File: src/rtl/switch_bounce_gen.sv
// Contact-bounce emulator: turns a clean level command into a switch-like waveform
// that chatters with LFSR-sized segments for a fixed window, then settles on the target.
module switch_bounce_gen #(
  parameter int unsigned ClkFreq    = 100_000_000,
  parameter int unsigned BounceTime = 10,
  parameter int unsigned MinSeg     = 4,
  parameter int unsigned SegBits    = 8,
  parameter logic [15:0] Seed       = 16'hACE1,
  parameter logic        InitLevel  = 1'b0
) (
  input  logic       clk_i,
  input  logic       rst_i,
  input  logic       cmd_valid_i,
  input  logic       cmd_level_i,
  output logic       cmd_ready_o,
  output logic       sw_o,
  output logic       busy_o,
  output logic       done_tick_o,
  output logic [7:0] edges_o
);

  localparam longint unsigned CycleProd = 64'(ClkFreq) * 64'(BounceTime);
  localparam int unsigned BounceCycles  = 32'(CycleProd / 64'd1_000_000);
  // A zero-length window never enters BOUNCE; keep the counter at least one bit wide.
  localparam int unsigned WinW = (BounceCycles == 0) ? 1 : $clog2(BounceCycles + 1);
  localparam int unsigned SegW = $clog2(MinSeg + (1 << SegBits));
  localparam logic [WinW-1:0] WinLast = (BounceCycles == 0) ? '0 : WinW'(BounceCycles - 1);
  localparam logic [15:0] SegMask = 16'((32'd1 << SegBits) - 32'd1);
  localparam logic [15:0] SeedEff = (Seed == 16'h0000) ? 16'hACE1 : Seed;

  typedef enum logic {StIdle, StBounce} state_e;

  state_e          r_state, w_state_next;
  logic            r_sw, w_sw_next;
  logic            r_target, w_target_next;
  logic [WinW-1:0] r_win, w_win_next;
  logic [SegW-1:0] r_seg, w_seg_next;
  logic [15:0]     r_lfsr, w_lfsr_next;
  logic            r_done, w_done_next;
  logic [7:0]      r_edges, w_edges_next;

  logic            w_accept;
  logic [SegW-1:0] w_seg_len;

  // Galois form, taps x^16+x^14+x^13+x^11+1; a nonzero state never reaches zero.
  function automatic logic [15:0] lfsr_step(input logic [15:0] v);
    return v[0] ? ((v >> 1) ^ 16'hB400) : (v >> 1);
  endfunction

  assign w_accept  = cmd_valid_i && (r_state == StIdle);
  assign w_seg_len = SegW'(MinSeg) + SegW'(r_lfsr & SegMask);

  always_comb begin
    w_state_next  = r_state;
    w_sw_next     = r_sw;
    w_target_next = r_target;
    w_win_next    = r_win;
    w_seg_next    = r_seg;
    w_lfsr_next   = r_lfsr;
    w_done_next   = 1'b0;
    unique case (r_state)
      StIdle: begin
        if (cmd_valid_i) begin
          if (cmd_level_i == r_sw) begin
            w_done_next = 1'b1;
          end else if (BounceCycles == 0) begin
            w_sw_next   = cmd_level_i;
            w_done_next = 1'b1;
          end else begin
            w_state_next  = StBounce;
            w_target_next = cmd_level_i;
            w_sw_next     = ~r_sw;
            w_win_next    = '0;
            w_seg_next    = w_seg_len;
            w_lfsr_next   = lfsr_step(r_lfsr);
          end
        end
      end
      StBounce: begin
        // Window end wins over a coinciding segment expiry.
        if (r_win == WinLast) begin
          w_state_next = StIdle;
          w_sw_next    = r_target;
          w_done_next  = 1'b1;
          w_win_next   = '0;
          w_seg_next   = '0;
        end else begin
          w_win_next = r_win + WinW'(1);
          if (r_seg == SegW'(1)) begin
            w_sw_next   = ~r_sw;
            w_seg_next  = w_seg_len;
            w_lfsr_next = lfsr_step(r_lfsr);
          end else begin
            w_seg_next = r_seg - SegW'(1);
          end
        end
      end
    endcase
  end

  always_comb begin
    w_edges_next = r_edges;
    if (w_accept) begin
      w_edges_next = (w_sw_next != r_sw) ? 8'd1 : 8'd0;
    end else if ((w_sw_next != r_sw) && (r_edges != 8'hFF)) begin
      w_edges_next = r_edges + 8'd1;
    end
  end

  always_ff @(posedge clk_i) begin
    if (rst_i) begin
      r_state  <= StIdle;
      r_sw     <= InitLevel;
      r_target <= InitLevel;
      r_win    <= '0;
      r_seg    <= '0;
      r_lfsr   <= SeedEff;
      r_done   <= 1'b0;
      r_edges  <= 8'd0;
    end else begin
      r_state  <= w_state_next;
      r_sw     <= w_sw_next;
      r_target <= w_target_next;
      r_win    <= w_win_next;
      r_seg    <= w_seg_next;
      r_lfsr   <= w_lfsr_next;
      r_done   <= w_done_next;
      r_edges  <= w_edges_next;
    end
  end

  assign cmd_ready_o = (r_state == StIdle);
  assign busy_o      = (r_state == StBounce);
  assign sw_o        = r_sw;
  assign done_tick_o = r_done;
  assign edges_o     = r_edges;

endmodule

File: config.mk
export PLATFORM = sky130hd
export DESIGN_NAME = switch_bounce_gen
export DESIGN_NICKNAME = d
export VERILOG_FILES = /design/src/rtl/switch_bounce_gen.sv
export SDC_FILE = /design/constraint.sdc
export NUM_CORES = 1
export LEC_CHECK = 0
export CAP_MARGIN = 10
export CORE_UTILIZATION = 40
export DETAILED_ROUTE_END_ITERATION = 10
export SLEW_MARGIN = 10
export SYNTH_ARGS = -nofsm -noshare
export SYNTH_HDL_FRONTEND = slang
export SYNTH_SLANG_ARGS = --single-unit
File: constraint.sdc
create_clock -name clk_i -period 2.9 [get_ports clk_i]
set_input_delay 0.58 -clock clk_i [delete_from_list [all_inputs] [get_ports clk_i]]
set_output_delay 0.58 -clock clk_i [all_outputs]
set_load 0.005 [all_outputs]
; ---- Word-level counts from Yosys, hierarchy flattened
; Cells that the tools add are included.
[word_totals]
regBits = 47
latchBits = 0
ram_bits = 0
rom_bits = 0
inputBits = 4
out_inout_bits = 12
n_memories = 0
[classes]
add_sub_neg = 4
multipliers = 0
div = 0
n_lt_le_gt_ge = 0
n_eq_ne = 9
shift = 0
muxes = 31
bitwise_logic = 4
n_reduce_logical = 6
[ops]
columns = operator, n
row1 = $mux 16, 5
row2 = $mux 9, 4
row3 = $pmux 16 s2, 1
row4 = $mux 10, 3
row5 = $pmux 10 s2, 1
row6 = $pmux 9 s2, 1
row7 = $mux 8, 2
row8 = $mux 1, 11
row9 = $add 10x1->10 const B, 1
row10 = $eq 10x10->1 const B, 1
row11 = $add 3x8->9 const A, 1
row12 = $eq 9x1->1 const B, 1
row13 = $sub 9x1->9 const B, 1
row14 = $add 8x1->8 const B, 1
row15 = $ne 8x8->1 const B, 1
row16 = $ne 2x2->1 const B, 3
row17 = $pmux 1 s2, 3
row18 = $not 3->4, 1
row19 = $reduce_and 4->1, 1
row20 = $not 1->1, 3
row21 = $reduce_and 3->1, 1
row22 = $logic_and 1x1->1, 2
row23 = $ne 2x1->1 const B, 1
row24 = $reduce_and 2->1, 1
row25 = 3 further kinds, 3

; ---- Logic depth before layout (Yosys ltp)
[logic_depth]
depth_word = 8
ltp_mapped = 9
mapped_depth_nobuf = 8

; ---- Worst setup path after synthesis
; OpenSTA, ideal clock, no wires.
[synth_timing]
path_kind = register to register
startpoint = reg r_win[0]
endpoint = reg r_edges[3] (netlist: edges_o[3])
setup_time_ns = 0.070
t_arrival_ns = 2.036
required_time_ns = 2.830
path_slack_ns = 0.795
stages_incl_launch_ff = 9
path_buffers = 1
period_less_slack_ns = 2.105
path_cell_list = dfxtp_1 > ha_1 > nand4_2 > o31ai_4 > mux2i_1 > o211ai_2 > buf_6 > or3_1 > a21oi_1
[synth_between]
elab_chain_cells = 6
[synth_rtl]
columns = item, line
row1 = from (decl), 36  ; logic [WinW-1:0] r_win, w_win_next;
row2 = from (signal assigned), 124  ; r_win <= w_win_next;
row3 = $eq 10x10->1, 81  ; if (r_win == WinLast) begin
row4 = $mux 1, 81
row5 = $pmux 1 s2, 61  ; unique case (r_state)
row6 = $ne 1x1->1, 105  ; end else if ((w_sw_next != r_sw) && (r_edges != 8'hFF)) begin
row7 = $logic_and 1x1->1, 105
row8 = $reduce_bool 2->1 (no source line), n/a
row9 = to (signal assigned), 128  ; r_edges <= w_edges_next;
row10 = to (decl), 40  ; logic [7:0] r_edges, w_edges_next;
; No other way between the ends.
; A chain may end at the register's enable or synchronous reset.

; ---- Final worst setup path
[layout_timing]
startpoint = reg r_win[0]
endpoint = reg r_edges[7] (netlist: edges_o[7])
; Same word-level chain as after synthesis.

==> flow_summary.ini <==
[sta]
worstMarginPinSlew_ns = 0.737
fin_crit_ns = 2.33
hold_viol = 0
max_freq_mhz = 430
skew_ns = 0.00549
rsz0062_at_grt = no
setup_violations = 0
slew-limit-headroom_pct = 50.8
drv_slew = 0
finalCritPeriodShare_pct = 80.2
tns_ns = 0

[clock_network]
cts_tree = built
clkTransAtPathRegs_ns = 0.09
clockBufferDepth = 2
cts_setup_buffers = 0
cts_hold_buf = 0
clk_latency_ns = 0.31
cts_buffers = 5
cts-htree-levels = 2
post_cts_resized = 0
cts_num_sinks = 47
cts_root_buf = clkbuf_8

[global_route]
track_usage_pct = 17.4
antenna_found_initial = 0
grt_pass1_vias = 1860
grt_pass1_wl_um = 8710
grt-ovfl-total = 0
grt_max_degree = 20

[synthesis]
synth_cells = 301
yosysMostFrequentCell = dfxtp_1
syn_nets = 310
yosysUniqueCellTypes = 50
yosysWarnings = 0
yosys_register_bits = 47
synth_common_cells = 47 x dfxtp_1, 44 x nand2_1, 29 x nor2_1
synth_area_per_cell_um2 = 8.06
synth_area_leaders = dfxtp_1 39%, nand2_1 6.8%, a21oi_1 5.2%
synth_area_leader_cell = dfxtp_1
synth_edf_count = 0
netlist_area_mm2 = 0.00243
yosys.area.top_type_share_pct = 38.8
synthArstFlopShare_pct = 0
seq_area_frac_synth_pct = 38.8
synth_flop_cell = dfxtp_1

[final_layout]
final_cell_count_no_fill = 394
layout.nets = 327
area_delta_synth_final_pct = 15.1
diodes = 0
layout-drive-gt1-share_pct = 8.15

[critical_path]
crit_path_max_fanout = 14
worstSetupEndpoint = edges_o[7]$_SDFFE_PP0P_
worstSetupStartpoint = r_win[0]$_SDFFE_PP0P_
path_class = flop to flop
end_kind = flop
startpoint_type = flop
worst_r2r_path_depth = 7
cp.arrival_ns = 2.57
timing.rr.start = r_win[0]$_SDFFE_PP0P_
crit_required_ns = 3.14
r2r-end = edges_o[7]$_SDFFE_PP0P_
reg2reg_slack_ns = 0.57

[status]
status = finished clean

[pwr]
p_sw_share_pct = 31.2
power_density_mw_per_mm2 = 594
peakVddDrop_uv = 241
sequentialPowerShare_pct = 45.7
p_total_uw = 1660
leakagePower_uw = 0.00106
pwr-share-comb_pct = 23.0
power_frac_clock_pct = 31.2
p_sw_uw = 518
intPower_uw = 1140

[drt]
highest_layer = met4
route.detailed.drc = 0
num_vias = 2107
drt_first_pass_iters = 4
drt-total-wl_um = 5170
wl_met3_um = 122
wl_met2_um = 2370
avgRoutedWirePerCell_um = 13.1
drt-met1-wl_um = 2620
viasPerCell = 5.35
first_iter_violations = 75
detail-route-antenna-nets = 0

[place]
dpl.hpwl_um = 3610
placed_cells = 386
port_buffers = 15
place_congestion = 0.823

[die]
fp-row-count = 28
core_area_mm2 = 0.00589
pin_count = 16
die_w_um = 79.9
initial_utilization_pct = 41.2
fp.dieH_um = 79.9
die-area_mm2 = 0.00638

[flow_run]
drv_cap = 0

[min_path]
hold_class = flop to flop
## worst max-delay path: stages, from the launching register on
cell and delay (ns):
dfxtp_1 0.38, ha_1 0.24, nand4_2 0.20, nor4_1 0.37
or2_1 0.20, o211ai_2 0.26, or4_1 0.47, a21oi_1 0.15
## registers in the layout, indices dropped and copies added, names as in the netlist
name         count
done_tick_o      1
r_target         1
sw_o             1
r_seg            9
edges_o          8
r_lfsr          16
r_win           10
busy_o           1
## cell type report
type	instances	area [µm²]
Timing Repair Buffer	23	210
Tap cell	75	93.8
Clock inverter	2	38.8
Clock buffer	6	82.6
Inverter	9	33.8
Fill cell	588	3090
Multi-Input combinational cell	232	1390
Sequential cell	47	941
## placed cells by master, fill, tap and decap left out, types with 8 or more instances in the layout
cell             count
nand2_1             44
nor2_1              29
buf_4                8
dfxtp_1             47
nand3_1             15
xor2_1              13
or3_1                9
clkdlybuf4s50_1     15
o21ai_0             12
a21oi_1             25
inv_1                9
## cell families after synthesis
logic type      Yosys count  synth area share (%)
mux                       1                 0.412
buf+inv                  22                  3.81
simple gates            135                  28.6
compound gates           74                  19.7
flops                    47                  38.8
fa+ha+maj                 5                  2.58
xor+xnor                 17                  6.13
## power by group through the flow
stage	clock network, µW	registers [µW]	logic [µW]
after floorplan	0	756	297
after global placement	0	773	379
after detailed placement	0	774	381
after CTS	531	759	383
after global routing	562	768	429
final	518	759	382
## per-layer routing
layer | vias to the layer above | track usage [%]
li1 | 1097 | -
met1 | 984 | 23.1
met2 | 21 | 28.5
met3 | 5 | 3.43
met4 | 0 | 4.82
met5 | - | 0
## how the worst min path moves through the flow
stage	start	endpoint	cells past startpoint
after CTS	r_lfsr[8]$_SDFFE_PP0P_	r_lfsr[8]$_SDFFE_PP0P_	2
final	r_lfsr[8]$_SDFFE_PP0P_	r_lfsr[8]$_SDFFE_PP0P_	2
after global routing	r_lfsr[15]$_SDFFE_PP1P_	r_lfsr[14]$_SDFFE_PP0P_	2
after global placement	r_lfsr[8]$_SDFFE_PP0P_	r_lfsr[8]$_SDFFE_PP0P_	2
after floorplan	r_lfsr[8]$_SDFFE_PP0P_	r_lfsr[8]$_SDFFE_PP0P_	2
after detailed placement	r_lfsr[8]$_SDFFE_PP0P_	r_lfsr[8]$_SDFFE_PP0P_	2
## metrics by stage
stage | hold slack [ns] | setup slack (ns) | cell area, µm² | util, %
global placement | 0.441 | 0.332 | 2670 | 45.4
floorplan | 0.432 | 0.795 | 2430 | -
detailed placement | 0.447 | 0.314 | 2670 | 45.4
finish | 0.459 | 0.574 | 2790 | 47.5
global route | 0.480 | 0.307 | 2790 | 47.5
CTS | 0.461 | 0.575 | 2790 | 47.5
Note: power is estimated with default switching activity, not from simulation.
